===== src/rtl/apb_gpio_deb_pkg.sv =====
// apb_gpio_deb_pkg
// Shared constants for the debounced APB GPIO block: register word indices
// (PADDR[7:2]), the highest mapped index and the interrupt mode encodings.
package apb_gpio_deb_pkg;

  localparam logic [5:0] IDX_INT_EN   = 6'd0;
  localparam logic [5:0] IDX_OUT      = 6'd1;
  localparam logic [5:0] IDX_OE       = 6'd2;
  localparam logic [5:0] IDX_IN       = 6'd3;
  localparam logic [5:0] IDX_INT_STAT = 6'd4;
  localparam logic [5:0] IDX_EDGE     = 6'd5;
  localparam logic [5:0] IDX_POL      = 6'd6;
  localparam logic [5:0] IDX_BOTH     = 6'd7;
  localparam logic [5:0] IDX_DEB_LEN  = 6'd8;
  localparam logic [5:0] IDX_RAW      = 6'd9;

  localparam logic [5:0] MAX_IDX      = 6'd9;

  // EDGE register bit values
  localparam logic MODE_EDGE  = 1'b1;
  localparam logic MODE_LEVEL = 1'b0;
  // POL register bit values
  localparam logic POL_HI     = 1'b1;
  localparam logic POL_LO     = 1'b0;

endpackage


===== src/rtl/apb_gpio_deb_if.sv =====
// apb_gpio_deb_if
// APB3 slave-side bus bundle for apb_gpio_deb.
//   master : drives PSEL/PENABLE/PWRITE/PADDR/PWDATA, receives PRDATA/PREADY/PSLVERR
//   slave  : the opposite direction
interface apb_gpio_deb_if;
  logic        PSEL;
  logic        PENABLE;
  logic        PWRITE;
  logic [7:0]  PADDR;
  logic [31:0] PWDATA;
  logic [31:0] PRDATA;
  logic        PREADY;
  logic        PSLVERR;

  modport master (
    output PSEL, PENABLE, PWRITE, PADDR, PWDATA,
    input  PRDATA, PREADY, PSLVERR
  );

  modport slave (
    input  PSEL, PENABLE, PWRITE, PADDR, PWDATA,
    output PRDATA, PREADY, PSLVERR
  );
endinterface


===== src/rtl/apb_gpio_deb_ch.sv =====
// gpio_deb_ch
// One GPIO input channel: 2-flop synchroniser, programmable debouncer and
// interrupt event generation.
// Ports:
//   clk_i, rst_ni   clock / async active-low reset
//   gpio_i          asynchronous pad input
//   deb_len_i       debounce length (0 behaves as 1)
//   edge_i          1 = edge mode, 0 = level mode
//   pol_i           1 = rising/high, 0 = falling/low
//   both_i          edge mode only: event on both edges
//   ev_o            interrupt event (combinational, sampled by status reg)
//   stable_o        debounced value
//   raw_o           synchroniser output
module gpio_deb_ch
  import apb_gpio_deb_pkg::*;
#(
  parameter int unsigned DEB_W = 8
) (
  input  logic             clk_i,
  input  logic             rst_ni,
  input  logic             gpio_i,
  input  logic [DEB_W-1:0] deb_len_i,
  input  logic             edge_i,
  input  logic             pol_i,
  input  logic             both_i,
  output logic             ev_o,
  output logic             stable_o,
  output logic             raw_o
);

  logic             sync1_q, sync2_q;
  logic             stable_q, stable_d;
  logic             stable_dly_q;
  logic [DEB_W-1:0] cnt_q, cnt_d;
  logic [DEB_W-1:0] last_cnt;
  logic             rise, fall;

  // Terminal count is D-1 with D = max(deb_len,1). Compare with >= so a
  // counter left above a freshly shortened length transfers on its next
  // mismatch instead of wrapping.
  assign last_cnt = (deb_len_i == '0) ? '0 : deb_len_i - 1'b1;

  always_comb begin
    cnt_d    = cnt_q;
    stable_d = stable_q;
    if (sync2_q == stable_q) begin
      cnt_d = '0;
    end else if (cnt_q >= last_cnt) begin
      stable_d = sync2_q;
      cnt_d    = '0;
    end else begin
      cnt_d = cnt_q + 1'b1;
    end
  end

  always_ff @(posedge clk_i or negedge rst_ni) begin
    if (!rst_ni) begin
      sync1_q      <= 1'b0;
      sync2_q      <= 1'b0;
      stable_q     <= 1'b0;
      stable_dly_q <= 1'b0;
      cnt_q        <= '0;
    end else begin
      sync1_q      <= gpio_i;
      sync2_q      <= sync1_q;
      stable_q     <= stable_d;
      stable_dly_q <= stable_q;
      cnt_q        <= cnt_d;
    end
  end

  assign rise = stable_q & ~stable_dly_q;
  assign fall = ~stable_q & stable_dly_q;

  always_comb begin
    if (edge_i == MODE_EDGE) begin
      if (both_i)               ev_o = rise | fall;
      else if (pol_i == POL_HI) ev_o = rise;
      else                      ev_o = fall;
    end else begin
      ev_o = (pol_i == POL_HI) ? stable_q : ~stable_q;
    end
  end

  assign stable_o = stable_q;
  assign raw_o    = sync2_q;

endmodule


===== src/rtl/apb_gpio_deb.sv =====
// apb_gpio_deb
// APB GPIO slave with IO_NUM debounced inputs, pad OUT/OE registers and
// per-channel interrupts (level/edge, polarity, both-edge) with W1C status.
// Ports:
//   SYSCLK_apb, PRESETN   clock / async active-low reset
//   apb                   APB slave bus (no wait states)
//   GPIO_IN               asynchronous pad inputs
//   GPIO_OUT, GPIO_OE     OUT and OE registers
//   INT                   INT_STAT & INT_EN
//   INT_OR                OR of INT
module apb_gpio_deb
  import apb_gpio_deb_pkg::*;
#(
  parameter int unsigned        IO_NUM  = 8,
  parameter int unsigned        DEB_W   = 8,
  parameter logic [DEB_W-1:0]   DEB_RST = DEB_W'(4),
  parameter logic [IO_NUM-1:0]  OUT_RST = '0,
  parameter logic [IO_NUM-1:0]  OE_RST  = '0
) (
  input  logic              SYSCLK_apb,
  input  logic              PRESETN,
  apb_gpio_deb_if.slave     apb,
  input  logic [IO_NUM-1:0] GPIO_IN,
  output logic [IO_NUM-1:0] GPIO_OUT,
  output logic [IO_NUM-1:0] GPIO_OE,
  output logic [IO_NUM-1:0] INT,
  output logic              INT_OR
);

  logic [IO_NUM-1:0] int_en_q, int_en_d;
  logic [IO_NUM-1:0] out_q, out_d;
  logic [IO_NUM-1:0] oe_q, oe_d;
  logic [IO_NUM-1:0] stat_q, stat_d;
  logic [IO_NUM-1:0] edge_q, edge_d;
  logic [IO_NUM-1:0] pol_q, pol_d;
  logic [IO_NUM-1:0] both_q, both_d;
  logic [DEB_W-1:0]  deb_len_q, deb_len_d;

  logic [IO_NUM-1:0] ev, stable, raw;
  logic [IO_NUM-1:0] clr;
  logic [IO_NUM-1:0] wdata_io;
  logic [5:0]        word_idx;
  logic              wr_en;
  logic [31:0]       rdata;
  logic              unused_bus_bits;

  assign word_idx = apb.PADDR[7:2];
  assign wr_en    = apb.PSEL & apb.PENABLE & apb.PWRITE;
  assign wdata_io = apb.PWDATA[IO_NUM-1:0];
  assign unused_bus_bits = ^{apb.PADDR[1:0], apb.PWDATA};

  for (genvar g = 0; g < IO_NUM; g++) begin : g_ch
    gpio_deb_ch #(.DEB_W(DEB_W)) u_ch (
      .clk_i     (SYSCLK_apb),
      .rst_ni    (PRESETN),
      .gpio_i    (GPIO_IN[g]),
      .deb_len_i (deb_len_q),
      .edge_i    (edge_q[g]),
      .pol_i     (pol_q[g]),
      .both_i    (both_q[g]),
      .ev_o      (ev[g]),
      .stable_o  (stable[g]),
      .raw_o     (raw[g])
    );
  end

  always_comb begin
    int_en_d  = int_en_q;
    out_d     = out_q;
    oe_d      = oe_q;
    edge_d    = edge_q;
    pol_d     = pol_q;
    both_d    = both_q;
    deb_len_d = deb_len_q;
    clr       = '0;
    if (wr_en) begin
      case (word_idx)
        IDX_INT_EN:   int_en_d  = wdata_io;
        IDX_OUT:      out_d     = wdata_io;
        IDX_OE:       oe_d      = wdata_io;
        IDX_INT_STAT: clr       = wdata_io;
        IDX_EDGE:     edge_d    = wdata_io;
        IDX_POL:      pol_d     = wdata_io;
        IDX_BOTH:     both_d    = wdata_io;
        IDX_DEB_LEN:  deb_len_d = apb.PWDATA[DEB_W-1:0];
        default:      ;
      endcase
    end
    // Set wins over a same-edge clear; events are captured even when masked.
    stat_d = (stat_q & ~clr) | ev;
  end

  always_ff @(posedge SYSCLK_apb or negedge PRESETN) begin
    if (!PRESETN) begin
      int_en_q  <= '0;
      out_q     <= OUT_RST;
      oe_q      <= OE_RST;
      stat_q    <= '0;
      edge_q    <= '0;
      pol_q     <= '0;
      both_q    <= '0;
      deb_len_q <= DEB_RST;
    end else begin
      int_en_q  <= int_en_d;
      out_q     <= out_d;
      oe_q      <= oe_d;
      stat_q    <= stat_d;
      edge_q    <= edge_d;
      pol_q     <= pol_d;
      both_q    <= both_d;
      deb_len_q <= deb_len_d;
    end
  end

  always_comb begin
    rdata = '0;
    if (apb.PSEL) begin
      case (word_idx)
        IDX_INT_EN:   rdata[IO_NUM-1:0] = int_en_q;
        IDX_OUT:      rdata[IO_NUM-1:0] = out_q;
        IDX_OE:       rdata[IO_NUM-1:0] = oe_q;
        IDX_IN:       rdata[IO_NUM-1:0] = stable;
        IDX_INT_STAT: rdata[IO_NUM-1:0] = stat_q;
        IDX_EDGE:     rdata[IO_NUM-1:0] = edge_q;
        IDX_POL:      rdata[IO_NUM-1:0] = pol_q;
        IDX_BOTH:     rdata[IO_NUM-1:0] = both_q;
        IDX_DEB_LEN:  rdata[DEB_W-1:0]  = deb_len_q;
        IDX_RAW:      rdata[IO_NUM-1:0] = raw;
        default:      rdata = '0;
      endcase
    end
  end

  assign apb.PRDATA  = rdata;
  assign apb.PREADY  = 1'b1;
  assign apb.PSLVERR = apb.PSEL & apb.PENABLE & (word_idx > MAX_IDX);

  assign GPIO_OUT = out_q;
  assign GPIO_OE  = oe_q;
  assign INT      = stat_q & int_en_q;
  assign INT_OR   = |INT;

endmodule

===== src/flat_wrapper.sv =====
// flat-port wrapper written by rule: the top's interface ports become plain ports
module apb_gpio_deb_flat import apb_gpio_deb_pkg::*;
#(
  parameter int unsigned        IO_NUM  = 8,
  parameter int unsigned        DEB_W   = 8,
  parameter logic [DEB_W-1:0]   DEB_RST = DEB_W'(4),
  parameter logic [IO_NUM-1:0]  OUT_RST = '0,
  parameter logic [IO_NUM-1:0]  OE_RST  = '0
)
  (SYSCLK_apb, PRESETN, GPIO_IN, GPIO_OUT, GPIO_OE, INT, INT_OR, apb_PSEL, apb_PENABLE, apb_PWRITE, apb_PADDR, apb_PWDATA, apb_PRDATA, apb_PREADY, apb_PSLVERR);
  apb_gpio_deb_if apb_i ();
  input  logic SYSCLK_apb;
  input  logic PRESETN;
  input  logic [IO_NUM-1:0] GPIO_IN;
  output logic [IO_NUM-1:0] GPIO_OUT;
  output logic [IO_NUM-1:0] GPIO_OE;
  output logic [IO_NUM-1:0] INT;
  output logic INT_OR;
  input wire logic [$bits(apb_i.PSEL)-1:0] apb_PSEL;
  input wire logic [$bits(apb_i.PENABLE)-1:0] apb_PENABLE;
  input wire logic [$bits(apb_i.PWRITE)-1:0] apb_PWRITE;
  input wire logic [$bits(apb_i.PADDR)-1:0] apb_PADDR;
  input wire logic [$bits(apb_i.PWDATA)-1:0] apb_PWDATA;
  output wire logic [$bits(apb_i.PRDATA)-1:0] apb_PRDATA;
  output wire logic [$bits(apb_i.PREADY)-1:0] apb_PREADY;
  output wire logic [$bits(apb_i.PSLVERR)-1:0] apb_PSLVERR;
  assign apb_i.PSEL = apb_PSEL;
  assign apb_i.PENABLE = apb_PENABLE;
  assign apb_i.PWRITE = apb_PWRITE;
  assign apb_i.PADDR = apb_PADDR;
  assign apb_i.PWDATA = apb_PWDATA;
  assign apb_PRDATA = apb_i.PRDATA;
  assign apb_PREADY = apb_i.PREADY;
  assign apb_PSLVERR = apb_i.PSLVERR;
  apb_gpio_deb #(.IO_NUM(IO_NUM), .DEB_W(DEB_W), .DEB_RST(DEB_RST), .OUT_RST(OUT_RST), .OE_RST(OE_RST)) u_core (.SYSCLK_apb(SYSCLK_apb), .PRESETN(PRESETN), .apb(apb_i), .GPIO_IN(GPIO_IN), .GPIO_OUT(GPIO_OUT), .GPIO_OE(GPIO_OE), .INT(INT), .INT_OR(INT_OR));
endmodule

===== config.mk =====
export PLATFORM = sky130hd
export DESIGN_NAME = apb_gpio_deb_flat
export DESIGN_NICKNAME = d
export VERILOG_FILES = /design/src/rtl/apb_gpio_deb_pkg.sv /design/src/rtl/apb_gpio_deb_if.sv /design/src/rtl/apb_gpio_deb_ch.sv /design/src/rtl/apb_gpio_deb.sv /design/src/flat_wrapper.sv
export SDC_FILE = /design/constraint.sdc
export NUM_CORES = 1
export LEC_CHECK = 0
export ABC_AREA = 1
export CORE_UTILIZATION = 40
export DETAILED_ROUTE_END_ITERATION = 8
export HOLD_SLACK_MARGIN = 0.02
export PLACE_DENSITY = 0.7
export SYNTH_ARGS = -nofsm -noshare
export SYNTH_HDL_FRONTEND = slang
export SYNTH_SLANG_ARGS = --single-unit

===== constraint.sdc =====
create_clock -name SYSCLK_apb -period 3.1 [get_ports SYSCLK_apb]
set_input_delay 0.465 -clock SYSCLK_apb [delete_from_list [all_inputs] [get_ports SYSCLK_apb]]
set_output_delay 0.465 -clock SYSCLK_apb [all_outputs]
set_load 0.01 [all_outputs]

==> results.json <==
{
  "outcome": "finished, final reports clean",
  "hpwl_um": 16530,
  "grt_start_max_net_pins": 65,
  "grt_pass1_vias": 7725,
  "core_area_mm2": 0.02292,
  "grt_pass1_wl_um": 39030,
  "cts-root-buf": "clkbuf_16",
  "period_needed_ps": 3018,
  "clk_pin_slew_worst_paths_ps": 60,
  "switchingPower_mw": 2.391,
  "synth_area_mm2": 0.009434,
  "h-tree-depth": 4,
  "n_fill_cell": 2171,
  "rrSetupSlack_ps": 100,
  "insertion_delay_ps": 430,
  "drive_gt1_frac": 0.08476,
  "cap_violations": 0,
  "critical_path_required_ps": 2630,
  "post-route-util": 0.4916,
  "drt_iter0_drc": 539,
  "p_per_area_mw_per_mm2": 627.1,
  "cts_tree": "built",
  "r2r_cells": 10,
  "cts_made_buffers": 17,
  "io_buffers": 60,
  "synth_edf_count": 0,
  "vias": 7866,
  "grt_use_total": 0.2043,
  "postRouteAntennaNets": 0,
  "switching_share": 0.3385,
  "vias_per_cell": 5.108,
  "dieArea_mm2": 0.02420,
  "crit_path_start_kind": "input pin",
  "internal-power_mw": 4.673,
  "fmax_mhz": 331.4,
  "yosysWarningCount": 0,
  "fp.dieW_um": 155.6,
  "wl_per_cell_um": 15.49,
  "syn_area_per_cell_um2": 8.416,
  "remaining_drc_errors": 0,
  "arrival_ps": 2550,
  "min_path_type": "in -> async",
  "synth-seq-cells": 160,
  "synthCells": 1121,
  "rows": 55,
  "endpoint_kind": "output port",
  "finalHoldViolCount": 0,
  "clock-sinks": 160,
  "clock_power_share": 0.339,
  "clk_path_buf_depth": 2,
  "diodes": 0,
  "antenna_found_initial": 0,
  "p_seq_frac": 0.372,
  "relSlewSlack": 0.2600,
  "initial_core_util": 0.4117,
  "power_mw": 7.064,
  "leakagePower_nw": 5.480,
  "critical_path_class": "in -> out",
  "num_io_pins": 112,
  "seq_area_frac_synth": 0.4245,
  "slew_violations": 0,
  "nets": 1357,
  "postCtsHoldBufs": 0,
  "die_h_um": 155.6,
  "crit_fanout": 4,
  "pwr-share-comb": 0.289,
  "syn_to_final_growth_pct": 19.40,
  "worst_pin_slew_ps": 1098,
  "setup_viol": 0,
  "firstDrtPassIters": 5,
  "routed_wl_um": 23860,
  "grt.overflow.total": 0,
  "synth_ff_type": "dfrtp_1",
  "synthArstFlopShare": 1.000,
  "period_share": 0.9734,
  "yosysUniqueCellTypes": 32,
  "gp_congestion": 0.8502,
  "peakVddDrop_v": 0.0003155,
  "clock-skew-final_ps": 4.942
}
-- synthesized netlist by cell type (all sizes together), types with 16 or more instances --
master | count | share of area
nand3 | 98 | 0.054
o21ai | 84 | 0.045
buf | 32 | 0.024
nand4 | 32 | 0.022
ha | 89 | 0.12
inv | 106 | 0.042
a21oi | 40 | 0.021
nor2 | 144 | 0.063
xor2 | 41 | 0.038
nand2 | 218 | 0.088
nand3b | 17 | 0.014
xnor2 | 16 | 0.015
dfrtp | 159 | 0.42
-- cell type report --
type	instances	area, um2	share of cell area
clock buffer	20	456.7	0.04054
sequential	160	4005	0.3555
tap	313	391.6	0.03477
timing repair buffer	90	869.6	0.07720
timing repair inverter	1	7.507	0.0006664
inverter	107	409.1	0.03632
multi-input combinational	838	4915	0.4363
clock inverter	11	210.2	0.01866
-- cells in the final DEF (no fill, tap or decap), types with 2 or more instances in the layout --
master | synthesis | layout
or2_2 | 2 | 2
clkbuf_8 | 0 | 2
conb_1 | 2 | 25
ha_1 | 89 | 89
clkbuf_16 | 0 | 17
dfrtp_1 | 159 | 159
nor3_1 | 3 | 2
nand3b_1 | 17 | 17
o21bai_1 | 9 | 9
o21ai_0 | 72 | 71
clkinv_2 | 0 | 3
dlymetal6s2s_1 | 0 | 3
o21a_1 | 8 | 8
nand2_2 | 5 | 6
nand3_1 | 95 | 91
buf_4 | 26 | 26
xnor2_1 | 16 | 16
nand2_1 | 213 | 211
clkinvlp_4 | 0 | 5
bufinv_16 | 0 | 6
inv_1 | 104 | 103
inv_2 | 2 | 2
nor2_2 | 1 | 2
o21ai_1 | 12 | 13
nor2_1 | 136 | 134
a21oi_1 | 40 | 40
nor2_4 | 7 | 9
mux2_2 | 8 | 8
buf_12 | 0 | 3
clkdlybuf4s50_1 | 0 | 56
nand4_1 | 31 | 31
xor2_1 | 41 | 41
nor4_1 | 2 | 2
nand3_2 | 3 | 7
-- repair_timing --
action,in CTS,in global routing
setup buffers,0,6
setup endpoints to repair,0,65
gates resized for setup,0,19
-- per-layer routing --
layer  vias to the layer above  global-route usage  part of all wire
li1                       3844                   -                 -
met1                      3748              0.2716              0.46
met2                       226              0.3365              0.48
met3                        48             0.04028             0.049
met4                         0             0.06116             0.020
met5                         -                   0                 0
-- final timing paths --
check                                            start                      endpoint
max                                       apb_PADDR[5]                 apb_PRDATA[0]
max reg2reg                        u_core.deb_len_q[2]  u_core.g_ch[3].u_ch.cnt_q[6]
min                                            PRESETN             u_core.GPIO_OE[4]
max in group asynchronous                      PRESETN           u_core.deb_len_q[2]
min reg2reg                u_core.g_ch[1].u_ch.sync1_q     u_core.g_ch[1].u_ch.raw_o
min in group SYSCLK_apb    u_core.g_ch[1].u_ch.sync1_q     u_core.g_ch[1].u_ch.raw_o
-- state kept, by name, summed over array words and instances, names as in the netlist --
name,cells
u_core.g_ch.u_ch.cnt_q,64
u_core.pol_q,8
u_core.int_en_q,8
u_core.stat_q,8
u_core.GPIO_OE,8
u_core.edge_q,8
u_core.g_ch.u_ch.sync1_q,8
u_core.g_ch.u_ch.stable_dly_q,8
u_core.deb_len_q,8
u_core.both_q,8
u_core.g_ch.u_ch.raw_o,8
u_core.g_ch.u_ch.stable_o,8
u_core.GPIO_OUT,8
-- power by group through the flow --
| stage | combinational [mW] | clock [mW] | sequential, mW |
|---|---|---|---|
| detailed placement | 1.99 | 0 | 2.66 |
| global route | 2.36 | 2.50 | 2.66 |
| finish | 2.04 | 2.40 | 2.63 |
| CTS | 2.02 | 2.42 | 2.62 |
| floorplan | 1.42 | 0 | 2.56 |
| global placement | 1.88 | 0 | 2.65 |
-- through the flow --
step                cell area (um2)  TNS (ps)  instances  hold slack, ps  setup slack [ps]
finish                        11260         0       1540           25.89             82.48
global route                  11260    -6.239       1540           75.36            -6.239
CTS                           11140         0       1532           43.04             24.26
detailed placement            10480         0       1501           335.6             33.11
global placement              10480         0       1501           333.2             94.05
floorplan                      9520         0       1144           169.4             776.6
-- logic make-up (layout without fill, tap and decap cells) --
group           after synthesis  after routing  share of synthesized area
simple gates                516            517                     0.2444
flops                       160            160                     0.4245
buf+inv                     147            229                    0.06963
compound gates              142            142                    0.08011
fa+ha+maj                    89             89                     0.1180
xor+xnor                     57             57                    0.05292
mux                           8              8                   0.009549
other cells                   2             25                  0.0007961
-- critical path, stage by stage --
cell	delay, ps
clkdlybuf4s50_1	530
inv_2	100
nand2_2	120
nor2_2	340
nand3_1	110
nand2_1	80
nor2_1	50
nand3_1	110
nand2_1	60
inv_1	50
clkdlybuf4s50_1	530
No activity file was read; power rests on OpenSTA's default activity.
